$ cat config.mk
export PLATFORM = sky130hd
export DESIGN_NAME = conv_window_ctrl
export DESIGN_NICKNAME = d
export VERILOG_FILES = /design/src/rtl/cnn_pkg.sv /design/src/rtl/conv_acc.sv /design/src/rtl/conv_window_ctrl.sv
export SDC_FILE = /design/constraint.sdc
export NUM_CORES = 1
export LEC_CHECK = 0
export ABC_AREA = 1
export BUFFER_PORTS_ARGS = -buffer_cell sky130_fd_sc_hd__buf_2
export CORE_AREA = 4 4 175 211
export CTS_BUF_LIST = sky130_fd_sc_hd__clkbuf_2 sky130_fd_sc_hd__clkbuf_4 sky130_fd_sc_hd__clkbuf_8
export DETAILED_ROUTE_END_ITERATION = 16
export DIE_AREA = 0 0 179 215
export PLACE_DENSITY = 0.78
export REMOVE_ABC_BUFFERS = 1
export SYNTH_ARGS = -nofsm -noshare
export SYNTH_HDL_FRONTEND = slang
export SYNTH_SLANG_ARGS = --single-unit
$ cat constraint.sdc
create_clock -name clk -period 8.1 [get_ports clk]
set_input_delay 1.62 -clock clk [delete_from_list [all_inputs] [get_ports clk]]
set_output_delay 1.62 -clock clk [all_outputs]
set_load 0.01 [all_outputs]
$ cat src/rtl/cnn_pkg.sv
// ============================================================================
// Module   : cnn_pkg
// Brief    : Shared data type and window-sequencer state encoding.
// Revision : 1.0 - initial release
// ============================================================================
`default_nettype none

package cnn_pkg;

  localparam int DATA_W = 32;

  typedef logic signed [DATA_W-1:0] data_t;

  typedef enum logic [2:0] {
    IDLE  = 3'd0,
    ISSUE = 3'd1,
    DRAIN = 3'd2,
    EMIT  = 3'd3,
    DONE  = 3'd4
  } conv_state_e;

endpackage

`default_nettype wire

$ cat src/rtl/conv_acc.sv
// ============================================================================
// Module   : conv_acc
// Brief    : Clearable multiply-accumulate; product and sum wrap at DATA_W.
// Revision : 1.0 - initial release
// ============================================================================
`default_nettype none

module conv_acc
  import cnn_pkg::*;
(
  input  logic  clk,
  input  logic  rstn,
  input  logic  en,
  input  logic  clr,
  input  data_t a,
  input  data_t b,
  output data_t acc
);

  data_t r_acc;
  data_t w_prod;

  assign w_prod = a * b;

  always_ff @(posedge clk or negedge rstn) begin
    if (!rstn) begin
      r_acc <= '0;
    end else if (en) begin
      r_acc <= (clr ? data_t'('0) : r_acc) + w_prod;
    end
  end

  assign acc = r_acc;

endmodule

`default_nettype wire

$ cat src/rtl/conv_window_ctrl.sv
// ============================================================================
// Module   : conv_window_ctrl
// Brief    : Sweeps KxK windows over a feature map, drives buffer reads and a
//            MAC, and emits one (optionally ReLU'd) pixel per window.
// Revision : 1.0 - initial release
// ============================================================================
`default_nettype none

module conv_window_ctrl
  import cnn_pkg::*;
#(
  parameter  int DATA_W = cnn_pkg::DATA_W,
  parameter  int IMG_H  = 4,
  parameter  int IMG_W  = 4,
  parameter  int K      = 3,
  localparam int c_oh   = IMG_H - K + 1,
  localparam int c_ow   = IMG_W - K + 1,
  localparam int c_aw   = (IMG_H * IMG_W > 1) ? $clog2(IMG_H * IMG_W) : 1,
  localparam int c_waw  = (K > 1) ? $clog2(K * K) : 1,
  localparam int c_rw   = (c_oh > 1) ? $clog2(c_oh) : 1,
  localparam int c_cw   = (c_ow > 1) ? $clog2(c_ow) : 1,
  localparam int c_kw   = (K > 1) ? $clog2(K) : 1
) (
  input  logic             clk,
  input  logic             rstn,
  input  logic             start,
  input  logic             relu_en,
  output logic             busy,
  output logic             done,
  output logic             ifm_rd_en,
  output logic [c_aw-1:0]  ifm_addr,
  input  data_t            ifm_rdata,
  output logic             wgt_rd_en,
  output logic [c_waw-1:0] wgt_addr,
  input  data_t            wgt_rdata,
  output logic             out_valid,
  input  logic             out_ready,
  output data_t            out_data,
  output logic [c_rw-1:0]  out_row,
  output logic [c_cw-1:0]  out_col
);

  if (K > IMG_H || K > IMG_W) begin : g_bad_geometry
    $error("conv_window_ctrl: kernel K larger than feature map");
  end
  if (DATA_W != $bits(data_t)) begin : g_bad_width
    $error("conv_window_ctrl: DATA_W must match cnn_pkg::data_t");
  end

  conv_state_e     r_state, w_next;
  logic [c_rw-1:0] r_row;
  logic [c_cw-1:0] r_col;
  logic [c_kw-1:0] r_kr, r_kc;
  logic            r_relu;
  logic            r_rd_vld;
  logic            r_first_vld;
  data_t           w_acc;
  logic            w_last_tap, w_last_pos, w_first_tap;

  assign w_first_tap = (r_kr == '0) && (r_kc == '0);
  assign w_last_tap  = (r_kr == c_kw'(K - 1)) && (r_kc == c_kw'(K - 1));
  assign w_last_pos  = (r_row == c_rw'(c_oh - 1)) && (r_col == c_cw'(c_ow - 1));

  // Read data returns one cycle after the strobe, so the MAC runs one cycle behind.
  conv_acc u_acc (
    .clk  (clk),
    .rstn (rstn),
    .en   (r_rd_vld),
    .clr  (r_first_vld),
    .a    (ifm_rdata),
    .b    (wgt_rdata),
    .acc  (w_acc)
  );

  always_comb begin
    w_next    = r_state;
    busy      = 1'b0;
    done      = 1'b0;
    ifm_rd_en = 1'b0;
    wgt_rd_en = 1'b0;
    ifm_addr  = '0;
    wgt_addr  = '0;
    out_valid = 1'b0;
    out_data  = '0;
    out_row   = '0;
    out_col   = '0;
    case (r_state)
      IDLE: begin
        if (start) w_next = ISSUE;
      end
      ISSUE: begin
        busy      = 1'b1;
        ifm_rd_en = 1'b1;
        wgt_rd_en = 1'b1;
        ifm_addr  = c_aw'((int'(r_row) + int'(r_kr)) * IMG_W + int'(r_col) + int'(r_kc));
        wgt_addr  = c_waw'(int'(r_kr) * K + int'(r_kc));
        if (w_last_tap) w_next = DRAIN;
      end
      DRAIN: begin
        busy   = 1'b1;
        w_next = EMIT;
      end
      EMIT: begin
        busy      = 1'b1;
        out_valid = 1'b1;
        out_data  = (r_relu && w_acc[DATA_W-1]) ? data_t'('0) : w_acc;
        out_row   = r_row;
        out_col   = r_col;
        if (out_ready) w_next = w_last_pos ? DONE : ISSUE;
      end
      DONE: begin
        busy   = 1'b1;
        done   = 1'b1;
        w_next = IDLE;
      end
      default: w_next = IDLE;
    endcase
  end

  always_ff @(posedge clk or negedge rstn) begin
    if (!rstn) begin
      r_state     <= IDLE;
      r_row       <= '0;
      r_col       <= '0;
      r_kr        <= '0;
      r_kc        <= '0;
      r_relu      <= 1'b0;
      r_rd_vld    <= 1'b0;
      r_first_vld <= 1'b0;
    end else begin
      r_state     <= w_next;
      r_rd_vld    <= (r_state == ISSUE);
      r_first_vld <= (r_state == ISSUE) && w_first_tap;
      case (r_state)
        IDLE: begin
          if (start) begin
            r_relu <= relu_en;
            r_row  <= '0;
            r_col  <= '0;
            r_kr   <= '0;
            r_kc   <= '0;
          end
        end
        ISSUE: begin
          if (r_kc == c_kw'(K - 1)) begin
            r_kc <= '0;
            r_kr <= (r_kr == c_kw'(K - 1)) ? '0 : r_kr + 1'b1;
          end else begin
            r_kc <= r_kc + 1'b1;
          end
        end
        EMIT: begin
          // Raster advance on handshake; the final position leaves r/c untouched.
          if (out_ready && !w_last_pos) begin
            if (r_col == c_cw'(c_ow - 1)) begin
              r_col <= '0;
              r_row <= r_row + 1'b1;
            end else begin
              r_col <= r_col + 1'b1;
            end
          end
        end
        default: ;
      endcase
    end
  end

endmodule

`default_nettype wire
==> run summary <==
The distinct cell type count of the synthesized netlist is 49. The area of combinational cells with multiple inputs is roughly 0.016 mm^2. The setup-violating endpoint count in the final report is 0. The number of nets with antenna violations after detailed routing came out at 0.

The final-report hold violation count is 0. The final-layout fill cell count is ~3000. The total vias in the final route is 17540. The worst register-to-register path has a depth of 29.

The first-pass iteration count of the detailed router is 7. The arrival time reported for the critical path endpoint came out at 8.01 ns. In the routed design, unresolved DRC markers number 0. Setup repair after global routing left no endpoint under its margin. The fraction of final layout cells sized beyond drive strength 1 came out at 0.09582.

The flow ran to the end, and the final reports show no timing, DRC or antenna violations. The footprint of the flip-flops and latches is between 0.001 and 0.0015 mm^2. The share of the synthesized netlist area taken by xor and xnor gates came out at 0.01271. TritonCTS built the clock tree. The transition at the pin with the smallest max-transition slack is 1.092 ns. After the first detailed-routing iteration, the DRC count stood at between 1000 and 1500. The area fraction in and, or, nand and nor cells after synthesis is 0.1829.

The area fraction of the dominant cell type after synthesis is 0.4260. The register bit total from synthesis is 44. The clock slew at the register clock pins of the worst setup and hold paths is about 0.1 ns. In this design, the largest share of critical-path delay is due to adder cells. For this run, the top clock speed supported by timing is around 0.13 GHz. The post-detailed-route wirelength per cell came out at roughly 17 um. Of the available clock period, the critical path in the final layout requires 0.9685. The total detailed-routing wirelength is about 59 mm.

The worst setup path is launched from a primary input. The count of synthesis-stage warnings from yosys came out at 0. The number of nets in the finished design is approximately 3600. Counting along the longest clock path gives a buffer depth of 2. The detailed-placement wirelength estimate is slightly above 50 mm.

The adder and majority cell fraction of the synthesized area came out at 0.5223. The tree is rooted in a sky130_fd_sc_hd__clkbuf_8. The total overflow left after global routing is 0.

The placement row count came out at 75. The clock tree skew after final layout is 0.006895 ns. For this run, the leading register cell type out of synthesis is sky130_fd_sc_hd__dfrtp_1.

Across the run, the number of max-cap violations was 0. The total track usage came out at 0.3198. The via count of the first global-routing pass is between 15000 and 20000.

The number of buffers and inverters on the critical path is 8. The die is 215 um tall. The final RePlAce weighted congestion came out at 0.9438.

The initial antenna violation count came out at 0. TritonCTS created 5 clock buffers. The critical path's largest stage delay is 0.55 ns. For this configuration, the core starts out at a cell density of 0.5939. Sorting the synthesized cells by how often they occur yields 945 x sky130_fd_sc_hd__inv_1, 766 x sky130_fd_sc_hd__nand2_1, 440 x sky130_fd_sc_hd__fa_1, 159 x sky130_fd_sc_hd__ha_1, 85 x sky130_fd_sc_hd__clkbuf_1. Counting stages on the worst path, the most repeated cell is sky130_fd_sc_hd__fa_1. Synthesis produced a netlist whose cell count is 2803.

Dividing the synthesized area by the synthesized cell count gives 7.376 um^2. The minimum clock period after layout came out at 7.845 ns. After synthesis, the cell types taking the most area are sky130_fd_sc_hd__fa_1 43%, sky130_fd_sc_hd__inv_1 17%, sky130_fd_sc_hd__nand2_1 14%. For the worst-skew pair, the clock arrives at the later sink with an insertion delay of a little over 0.3 ns. The first-pass GRT wire length is 96.50 mm.

The mux share of post-synthesis cell area is 0. The number of ports placed on the die boundary came out at between 100 and 150. The post-synthesis instance area is a little over 0.02 mm^2.

The type of the worst setup path is primary input to register. Counting every sink on the clock net gives 44. The number of levels the H-tree was split into came out at 2. The count of pins over their slew limit is 0. Of the synthesized area, sequential elements account for 0.05326. The largest family of logic cells by synthesized area is adder cells. For this design, the slowest cell found on the critical path is sky130_fd_sc_hd__fa_1.

Setup total negative slack on the finished layout was measured at 0 ns. The post-synthesis compound-gate area fraction is 0.02953. The floorplan die width is 179 um. The worst max-slew margin expressed relative to the limit came out at 0.2722.

The layout overhead on the synthesized area came out at 8.691%. In this run, synthesis inferred 0 flip-flops with an integrated enable. The area of the core region came out at ~0.035 mm^2. The number of logic stages on the critical path including buffering is 26.

STA classifies the critical path endpoint as a register. The fraction of registers with async set/reset came out at 1.000. Summed over all instances, the cell type with the most area after synthesis is sky130_fd_sc_hd__fa_1. The total of buffers placed on input and output ports is approximately 120. The min-delay analysis places its worst path in the category register to register.

In the post-synthesis netlist, the cell with the most instances is sky130_fd_sc_hd__inv_1. STA puts the critical path data required time at roughly 8.3 ns. Using the TritonRoute via totals, the vias-per-cell ratio works out to 5.182.

The cell count of the worst hold path came out at 2. The die footprint came out at between 0.03 and 0.04 mm^2. The maximum number of pins on one net before global-route repair is 45.

The largest fanout on the critical path came out at 15.
[cells in the final DEF, fill, tap and decap left out, types with 5 or more instances in the layout]
master / n
sky130_fd_sc_hd__a21oi_1: 30
sky130_fd_sc_hd__buf_12: 7
sky130_fd_sc_hd__buf_2: 109
sky130_fd_sc_hd__buf_4: 106
sky130_fd_sc_hd__clkbuf_4: 6
sky130_fd_sc_hd__clkbuf_8: 5
sky130_fd_sc_hd__dfrtp_1: 44
sky130_fd_sc_hd__fa_1: 440
sky130_fd_sc_hd__ha_1: 155
sky130_fd_sc_hd__inv_1: 945
sky130_fd_sc_hd__inv_2: 7
sky130_fd_sc_hd__nand2_1: 766
sky130_fd_sc_hd__nand2_2: 10
sky130_fd_sc_hd__nand3_1: 63
sky130_fd_sc_hd__nand3b_1: 5
sky130_fd_sc_hd__nand4_1: 5
sky130_fd_sc_hd__nor2_1: 59
sky130_fd_sc_hd__nor3_1: 24
sky130_fd_sc_hd__o21ai_0: 39
sky130_fd_sc_hd__o21ai_1: 8
sky130_fd_sc_hd__xnor2_1: 15
sky130_fd_sc_hd__xor2_1: 15
[logic make-up after synthesis]
| family | count (synthesis) |
|---|---|
| compound gates | 105 |
| fa+ha+maj | 599 |
| flops | 44 |
| buf+inv | 1076 |
| simple gates | 949 |
| xor+xnor | 30 |
[through the flow]
stage	std cells	util	instance area (um^2)	hold slack [ns]	setup WS [ns]
CTS	3384	0.6426	22370	0.4909	0.1447
detailed placement	3376	0.6393	22260	0.4667	-0.1802
global route	3384	0.6454	22470	0.5141	0.006037
global placement	3376	0.6393	22260	0.4660	-0.08923
finish	3385	0.6455	22470	0.4929	0.2550
floorplan	2683	-	20140	0.4491	0.5898
[tightest hold or removal path, stage by stage, from the launching register on]
cell and delay (ns):
sky130_fd_sc_hd__dfrtp_1 0.36, sky130_fd_sc_hd__nand2_1 0.05, sky130_fd_sc_hd__nand2_1 0.05
[registers in the layout, indices dropped and copies added, names as in the netlist]
| signal | count |
|---|---|
| u_acc.acc | 32 |
| r_rd_vld | 1 |
| r_first_vld | 1 |
| r_kr | 2 |
| r_state | 3 |
| r_relu | 1 |
| r_kc | 2 |
| r_col | 1 |
| r_row | 1 |
[worst paths after layout]
kind,from,end,slack (ns)
min,u_acc.acc[23]$_DFFE_PN0P_,u_acc.acc[23]$_DFFE_PN0P_,0.49
max,ifm_rdata[8],u_acc.acc[30]$_DFFE_PN0P_,0.25
min reg2reg,u_acc.acc[23]$_DFFE_PN0P_,u_acc.acc[23]$_DFFE_PN0P_,0.49
max reg2reg,r_first_vld$_DFF_PN0_,u_acc.acc[28]$_DFFE_PN0P_,1.19
max in group asynchronous,rstn,u_acc.acc[10]$_DFFE_PN0P_,5.92
min in group asynchronous,rstn,u_acc.acc[2]$_DFFE_PN0P_,1.50
[per-layer routing]
| layer | vias up | wire (um) | GRT usage |
|---|---|---|---|
| met2 | 796 | 28250 | 0.5212 |
| met4 | 0 | 3241 | 0.1408 |
| li1 | 7984 | - | - |
| met1 | 8588 | 22500 | 0.4230 |
| met5 | - | 0 | 0 |
| met3 | 174 | 4956 | 0.05062 |
[cell type report]
class | instances | area share
antenna | 1 | 0.0001114
clock buffer | 5 | 0.003062
clock inverter | 3 | 0.002116
inverter | 956 | 0.1598
multi-input combinational | 1683 | 0.6906
sequential | 44 | 0.04900
tap | 462 | 0.02572
timing repair buffer | 231 | 0.06960
[what timing repair did]
item,in CTS,in global routing
setup endpoints to repair,0,6
setup buffers,0,0
gates resized for setup,0,19
hold buffers,0,0
Power is left out: the tool's default activity adds up to more than one toggle a clock period on the data nets, which glitch-free logic cannot reach.
